`src/rtl/temporal_encoder.sv`:
```
// temporal_encoder: converts a spike-time word into a registered pulse on q,
// positioned inside a gamma window of GAMMA_CYCLE_WIDTH cycles opened by set.
// A one-deep pending buffer accepts the next word at any time; it is consumed
// at the next set, or bypassed straight into the active slot if set and an
// accepted word coincide while the buffer is empty.
// Build option: define TENC_STEP_EN for step encoding (q stays high from
// cycle value+1 to the window end; PULSE_WIDTH is then unused).
module temporal_encoder #(
    parameter int unsigned GAMMA_CYCLE_WIDTH = 16,
    parameter int unsigned PULSE_WIDTH       = 8
) (
    input  logic                                 aclk,
    input  logic                                 grst_n,
    input  logic                                 set,
    input  logic                                 in_valid,
    input  logic [$clog2(GAMMA_CYCLE_WIDTH)-1:0] in_value,
    input  logic                                 in_inf,
    output logic                                 in_ready,
    output logic                                 q,
    output logic                                 busy,
    output logic                                 done
);

    localparam int unsigned VW = $clog2(GAMMA_CYCLE_WIDTH);
    localparam int unsigned CW = VW + 1;

    typedef enum logic [1:0] {
        IDLE,
        WAIT,
        PULSE,
        HOLD
    } state_t;

    state_t          state_q, state_d;
    logic [CW-1:0]   gcnt_q, gcnt_d;
    logic [VW-1:0]   pend_value_q, pend_value_d;
    logic            pend_inf_q, pend_inf_d;
    logic            pend_valid_q, pend_valid_d;
    logic [VW-1:0]   act_value_q, act_value_d;
    logic            act_inf_q, act_inf_d;
    logic            q_q, q_d;
    logic            done_q, done_d;

    logic            accept;
    logic [31:0]     ncyc;

    assign in_ready = ~pend_valid_q;
    assign accept   = in_valid && !pend_valid_q;
    assign busy     = (state_q != IDLE);
    assign q        = q_q;
    assign done     = done_q;

    // Buffers, window counter and next-state/output decode. The decode works on
    // the cycle number about to start (ncyc, 0 = idle) and the active word that
    // will be in force then, so q and done come straight out of flops.
    always_comb begin
        pend_value_d = pend_value_q;
        pend_inf_d   = pend_inf_q;
        pend_valid_d = pend_valid_q;
        act_value_d  = act_value_q;
        act_inf_d    = act_inf_q;
        state_d      = state_q;
        gcnt_d       = gcnt_q;
        ncyc         = 32'd0;

        if (set && pend_valid_q) begin
            pend_valid_d = 1'b0;
        end else if (accept && !set) begin
            pend_value_d = in_value;
            pend_inf_d   = in_inf;
            pend_valid_d = 1'b1;
        end

        if (set) begin
            if (pend_valid_q) begin
                act_value_d = pend_value_q;
                act_inf_d   = pend_inf_q;
            end else if (accept) begin
                act_value_d = in_value;
                act_inf_d   = in_inf;
            end else begin
                act_value_d = '0;
                act_inf_d   = 1'b1;
            end
        end

        if (set) begin
            ncyc   = 32'd1;
            gcnt_d = CW'(1);
        end else if (state_q != IDLE && 32'(gcnt_q) < GAMMA_CYCLE_WIDTH) begin
            ncyc   = 32'(gcnt_q) + 32'd1;
            gcnt_d = gcnt_q + 1'b1;
        end

        if (ncyc == 32'd0) begin
            state_d = IDLE;
        end else if (act_inf_d) begin
            state_d = WAIT;
        end else if (ncyc <= 32'(act_value_d)) begin
            state_d = WAIT;
        end else begin
`ifdef TENC_STEP_EN
            state_d = PULSE;
`else
            if (ncyc <= 32'(act_value_d) + PULSE_WIDTH) begin
                state_d = PULSE;
            end else begin
                state_d = HOLD;
            end
`endif
        end

        q_d    = (state_d == PULSE);
        done_d = (ncyc == GAMMA_CYCLE_WIDTH);
    end

    // State, counter, buffers and registered outputs; reset clears everything
    // and leaves the active slot holding "no spike".
    always_ff @(posedge aclk or negedge grst_n) begin
        if (!grst_n) begin
            state_q      <= IDLE;
            gcnt_q       <= '0;
            pend_value_q <= '0;
            pend_inf_q   <= 1'b0;
            pend_valid_q <= 1'b0;
            act_value_q  <= '0;
            act_inf_q    <= 1'b1;
            q_q          <= 1'b0;
            done_q       <= 1'b0;
        end else begin
            state_q      <= state_d;
            gcnt_q       <= gcnt_d;
            pend_value_q <= pend_value_d;
            pend_inf_q   <= pend_inf_d;
            pend_valid_q <= pend_valid_d;
            act_value_q  <= act_value_d;
            act_inf_q    <= act_inf_d;
            q_q          <= q_d;
            done_q       <= done_d;
        end
    end

endmodule

```
`config.mk`:
```
export PLATFORM = sky130hd
export DESIGN_NAME = temporal_encoder
export DESIGN_NICKNAME = d
export VERILOG_FILES = /design/src/rtl/temporal_encoder.sv
export SDC_FILE = /design/constraint.sdc
export NUM_CORES = 1
export LEC_CHECK = 0
export BUFFER_PORTS_ARGS = -buffer_cell sky130_fd_sc_hd__buf_2
export CAP_MARGIN = 20
export CORE_UTILIZATION = 55
export CTS_CLUSTER_SIZE = 12
export DETAILED_ROUTE_END_ITERATION = 7
export PLACE_DENSITY = 0.85
export SLEW_MARGIN = 25
export SYNTH_ARGS = -nofsm -noshare
export SYNTH_HDL_FRONTEND = slang
export SYNTH_SLANG_ARGS = --single-unit
```
`constraint.sdc`:
```
create_clock -name aclk -period 6.63 [get_ports aclk]
set_clock_uncertainty 0.15 [all_clocks]
set_input_delay 0 -clock aclk [delete_from_list [all_inputs] [get_ports aclk]]
set_output_delay 0 -clock aclk [all_outputs]
set_load 0.005 [all_outputs]
```
After elaboration in Yosys (flattened, before gate mapping):

Cells that the tools add are included.

* register bits after elaboration: 20
* latch bits: 0
* bits in writable memories: 0
* bits in read-only memories: 0
* bits of input ports: 9
* output and inout bits: 4
* logic and storage cells: 46
* memories: 0

* $add $sub $neg: 3
* multipliers: 0
* div/mod/pow operators: 0
* $lt $le $gt $ge: 3
* equal/unequal tests: 2
* shift-type cells: 0
* multiplexer cells: 16
* bitwise operators: 2
* reductions and logical operators: 11

Operator list (count)
* $eq 32x5->1 const B: 1
* $le 32x4->1: 1
* $le 32x5->1: 1
* $logic_not 32->1: 1
* $mux 4: 3
* $mux 6: 2
* $mux 5: 2
* $add 5x1->6 const B: 1
* $mux 1: 6
* $mux 2: 3
* $reduce_bool 2->1: 3
* $add 4x4->5 const B: 1
* $add 5x1->5 const B: 1
* $lt 5x5->1 const B: 1
* $logic_and 1x1->1: 4
* $eq 2x2->1 const B: 1
* $logic_not 1->1: 2
* $not 1->1: 2
* $reduce_and 2->1: 1

Longest topological paths before layout:

* word-level depth: 12
* mapped depth: 10
* gate-level depth less buffers: 9

Worst setup path after synthesis:

OpenSTA, ideal clock, no wires.

* path kind: flip-flop to flip-flop
* start point: reg pend_valid_q
* end point: reg state_q[0]
* library setup time: 0.119 ns
* arrival time: 2.172 ns
* required time: 6.361 ns
* slack: 4.189 ns
* stages on the path, launching flop included: 11
* buffers on the path: 1
* period minus slack after synthesis: 2.441 ns
* path through: dfrtp_1 -> clkbuf_2 -> inv_1 -> and3_1 -> a21oi_1 -> a21o_1 -> ha_1 -> nand2b_1 -> a211o_1 -> a311o_1 -> o21ba_1

* word-level cells in the longest chain between the ends: 11
* elaborated cells on any way between the ends: 15
* those cells by class: add/sub (1); order compare (2); mux (10); reduce/logical (2)

Ends and longest elaborated chain
* from (decl): RTL line 38 `logic pend_valid_q, pend_valid_d;`
* from (signal assigned): RTL line 135 `pend_valid_q <= pend_valid_d;`
* $logic_not 1->1: RTL line 48 `assign accept = in_valid && !pend_valid_q;`
* $logic_and 1x1->1: RTL line 48
* $mux 4: RTL line 78 `end else if (accept) begin`
* $mux 4: RTL line 75 `if (pend_valid_q) begin`
* $mux 4: RTL line 74 `if (set) begin`
* $add 4x4->5: RTL line 105 `if (ncyc <= 32'(act_value_d) + PULSE_WIDTH) begin`
* $le 32x5->1: RTL line 105
* $mux 1: RTL line 105
* $mux 2: RTL line 99 `end else if (ncyc <= 32'(act_value_d)) begin`
* $mux 2 (*): RTL line 97 `end else if (act_inf_d) begin`
* $mux 2 (*): RTL line 95 `if (ncyc == 32'd0) begin`
* named net state_d[0]: RTL line 34 `state_t state_q, state_d;`
* to (signal assigned): RTL line 131 `state_q <= state_d;`
* to (decl): RTL line 34

Mark *: on every way through the listed nets, which the timed path passes. The rest lies on a longest branch.
A chain may end at the register's enable or synchronous reset.

Worst setup path in the final report:

Same ends and word-level chain as after synthesis.

==> flow_summary.ini <==
[critical_path]
path_class = reg2reg
cp.required_ps = 6680
worstSetupStartpointType = flip-flop
worstPathMaxFanout = 8
path_delay_family = compound AO/OA/AOI/OAI gates
endpoint_kind = flip-flop
cp_slowest_cell = dfrtp_1
crit_buf_inv = 1
r2r_slack_ps = 4050
path_cells = inv_1, and3_1, a21oi_1, a21o_1, ha_1, nand2b_1, a211o_1, a311o_1, o21ba_1
cp.arrival_ps = 2630
cpPeakStageDelay_ps = 480

[yosys]
synth.cell_area_sq_um = 1116
synth_area_leaders = dfrtp_1 (43%), ha_1 (7.8%), a21oi_1 (6.3%)
synth_edf_count = 0
synth_top_area_share = 0.4260
yosys_warnings = 0
synthesis.nets = 131
synth_ff_type = dfrtp_1
ys_seq_elements = 20
ys_seq_area_frac = 0.4496
async_reset_ff_frac = 1.000
netlist_instances = 115
ys_types = 34
synth_area_per_cell_sq_um = 9.705
synth_top_area_cell = dfrtp_1

[timing]
setup_viol = 0
finalHoldViolations = 0
tightest_slew_ps = 458.9
rsz0062_at_grt = no
min_period_ps = 2576
slew_headroom = 0.6941
clock.fmax_mhz = 388.2
holdWs_ps = 17.29
finalSetupTns_ps = 0
finalMaxSlewViolations = 0
fin_crit_sh = 0.3885

[global_routing]
grt_pass1_vias = 913
grt_first_pass_wirelength_mm = 3.677
grt_overflow = 0
grt_max_degree = 22
track_usage = 0.2470
antenna_found_initial = 0

[worst_hold_path]
min_path_type = in2async

[power_and_ir_drop]
finalPower_uw = 380.5
irDropWorstVdd_v = 0.0002291
powerDensity_nw_per_um2 = 292.1
p_leak_nw = 0.6483

[cells_and_area]
syn_to_final_growth_pct = 16.70
fill_cells = 137
n_antenna_cell = 0
drive_above_1_share = 0.1704
multi_input_area_sq_um = 570.5
stdcell_area_sq_um = 1303
nNetsFinal = 152
regArea_sq_um = 501.7

[route]
via_count = 912
wl_mm = 2.399
wl_per_cell_um = 14.99
drt_iter0_markers = 10
avgViaCountPerCell = 5.700
antenna_left = 0
dr.pass1.iters = 4
drc = 0

[die]
io-pin-count = 13
dieArea_sq_um = 2213
start_util = 0.6131
core_area_sq_um = 1821
die_w_um = 47.05
die_y_um = 47.05
rows = 15

[clock_network]
cts.path.max_buffers = 2
clock_sinks = 20
htree_levels = 1
clk_pin_slew_ps = 110
numCtsBuffers = 3
cts_resized = 0
cts-root-buf = clkbuf_4
tritoncts = yes
clk_latency_ps = 300

[placed_design]
gpl.final_weighted_congestion = 0.7686
port_buffers = 12
hpwl_mm = 1.657
placed_area_sq_um = 1186

[status]
outcome = completed

[run]
maxCapViolCount = 0
worst paths after layout:
check,start,end,depth (start not counted)
worst max-delay path,pend_valid_q$_DFFE_PN0P_,state_q[0]$_DFF_PN0_,9
worst min-delay path,grst_n,pend_value_q[1]$_DFFE_PN0P_,2
worst max register to register,pend_valid_q$_DFFE_PN0P_,state_q[0]$_DFF_PN0_,9
worst min register to register,gcnt_q[4]$_DFFE_PN0P_,gcnt_q[4]$_DFFE_PN0P_,1
max in group asynchronous,grst_n,act_inf_q$_DFF_PN1_,2
min in group aclk,in_inf,pend_inf_q$_DFFE_PN0P_,3
cell usage in the layout, fill, tap and decap left out, drive strengths merged, types with 2 or more instances in the layout:
cell	n
dfrtp	19
a21oi	14
nor2	12
buf	12
dlygate4sd3	9
and3	7
ha	7
inv	6
nand2	5
mux2	5
a21o	4
nor3	4
clkbuf	4
nand2b	3
nand3	3
nor2b	2
o21ba	2
xor2	2
xnor2	2
cells in the mapped netlist, drive strengths merged (2+ instances only):
master	n
nand3	3
inv	6
xnor2	2
dfrtp	19
a21oi	14
nor2b	2
nor3	4
mux2	5
ha	7
xor2	2
clkbuf	3
and3	7
nand2b	3
buf	2
o21ba	2
nor2	12
a21o	4
nand2	5
cell type report:
class	count	area share
clock buffers	4	0.02017
inverters	6	0.01729
multi-input cells	84	0.4380
flip-flops and latches	20	0.3852
well taps	25	0.02402
repair buffers	21	0.1153
metal layers:
layer  GRT usage  up-vias  routed length (um)  part of all wire
met5           0        -                   0                 0
met4      0.1086        0                  46             0.019
met3     0.03462        7                  69             0.029
met2      0.5028       18                1248              0.52
met1      0.2403      447                1034              0.43
li1            -      440                   -                 -
per-stage QoR:
step / utilization / worst slack, ps / cells
4_1_cts: 0.7155 / 4067 / 160
2_1_floorplan: - / 4189 / 115
6_report: 0.7155 / 4054 / 160
5_1_grt: 0.7155 / 3895 / 160
3_5_place_dp: 0.6515 / 4079 / 147
3_3_place_gp: 0.6515 / 4137 / 147
report_power, final:
part,switching [mW],total (mW),internal [mW],leakage [nW]
clock network,0.0362,0.0596,0.0235,0.0150
logic,0.0825,0.154,0.0718,0.387
registers,0.0202,0.167,0.146,0.246
registers in the layout (all words and copies together) (netlist names):
name,count
act_inf_q,1
act_value_q,4
done,1
gcnt_q,5
pend_inf_q,1
pend_valid_q,1
pend_value_q,4
q,1
state_q,2
logic make-up (layout without fill, tap and decap cells):
family	count (synthesis)	in the layout	share of synthesized area
AND/OR/NAND/NOR	41	41	0.1939
AO/OA/AOI/OAI	27	27	0.1570
flip-flops	20	20	0.4496
multiplexers	5	5	0.05044
buffers and inverters	11	31	0.03923
XOR/XNOR	4	4	0.03140
adder cells (fa/ha/maj)	7	7	0.07847
what timing repair did:
item,CTS,global route
hold buffers,9,0
setup buffers,0,0
endpoints found under the hold margin,32,0
(Power assumes the default switching activity.)
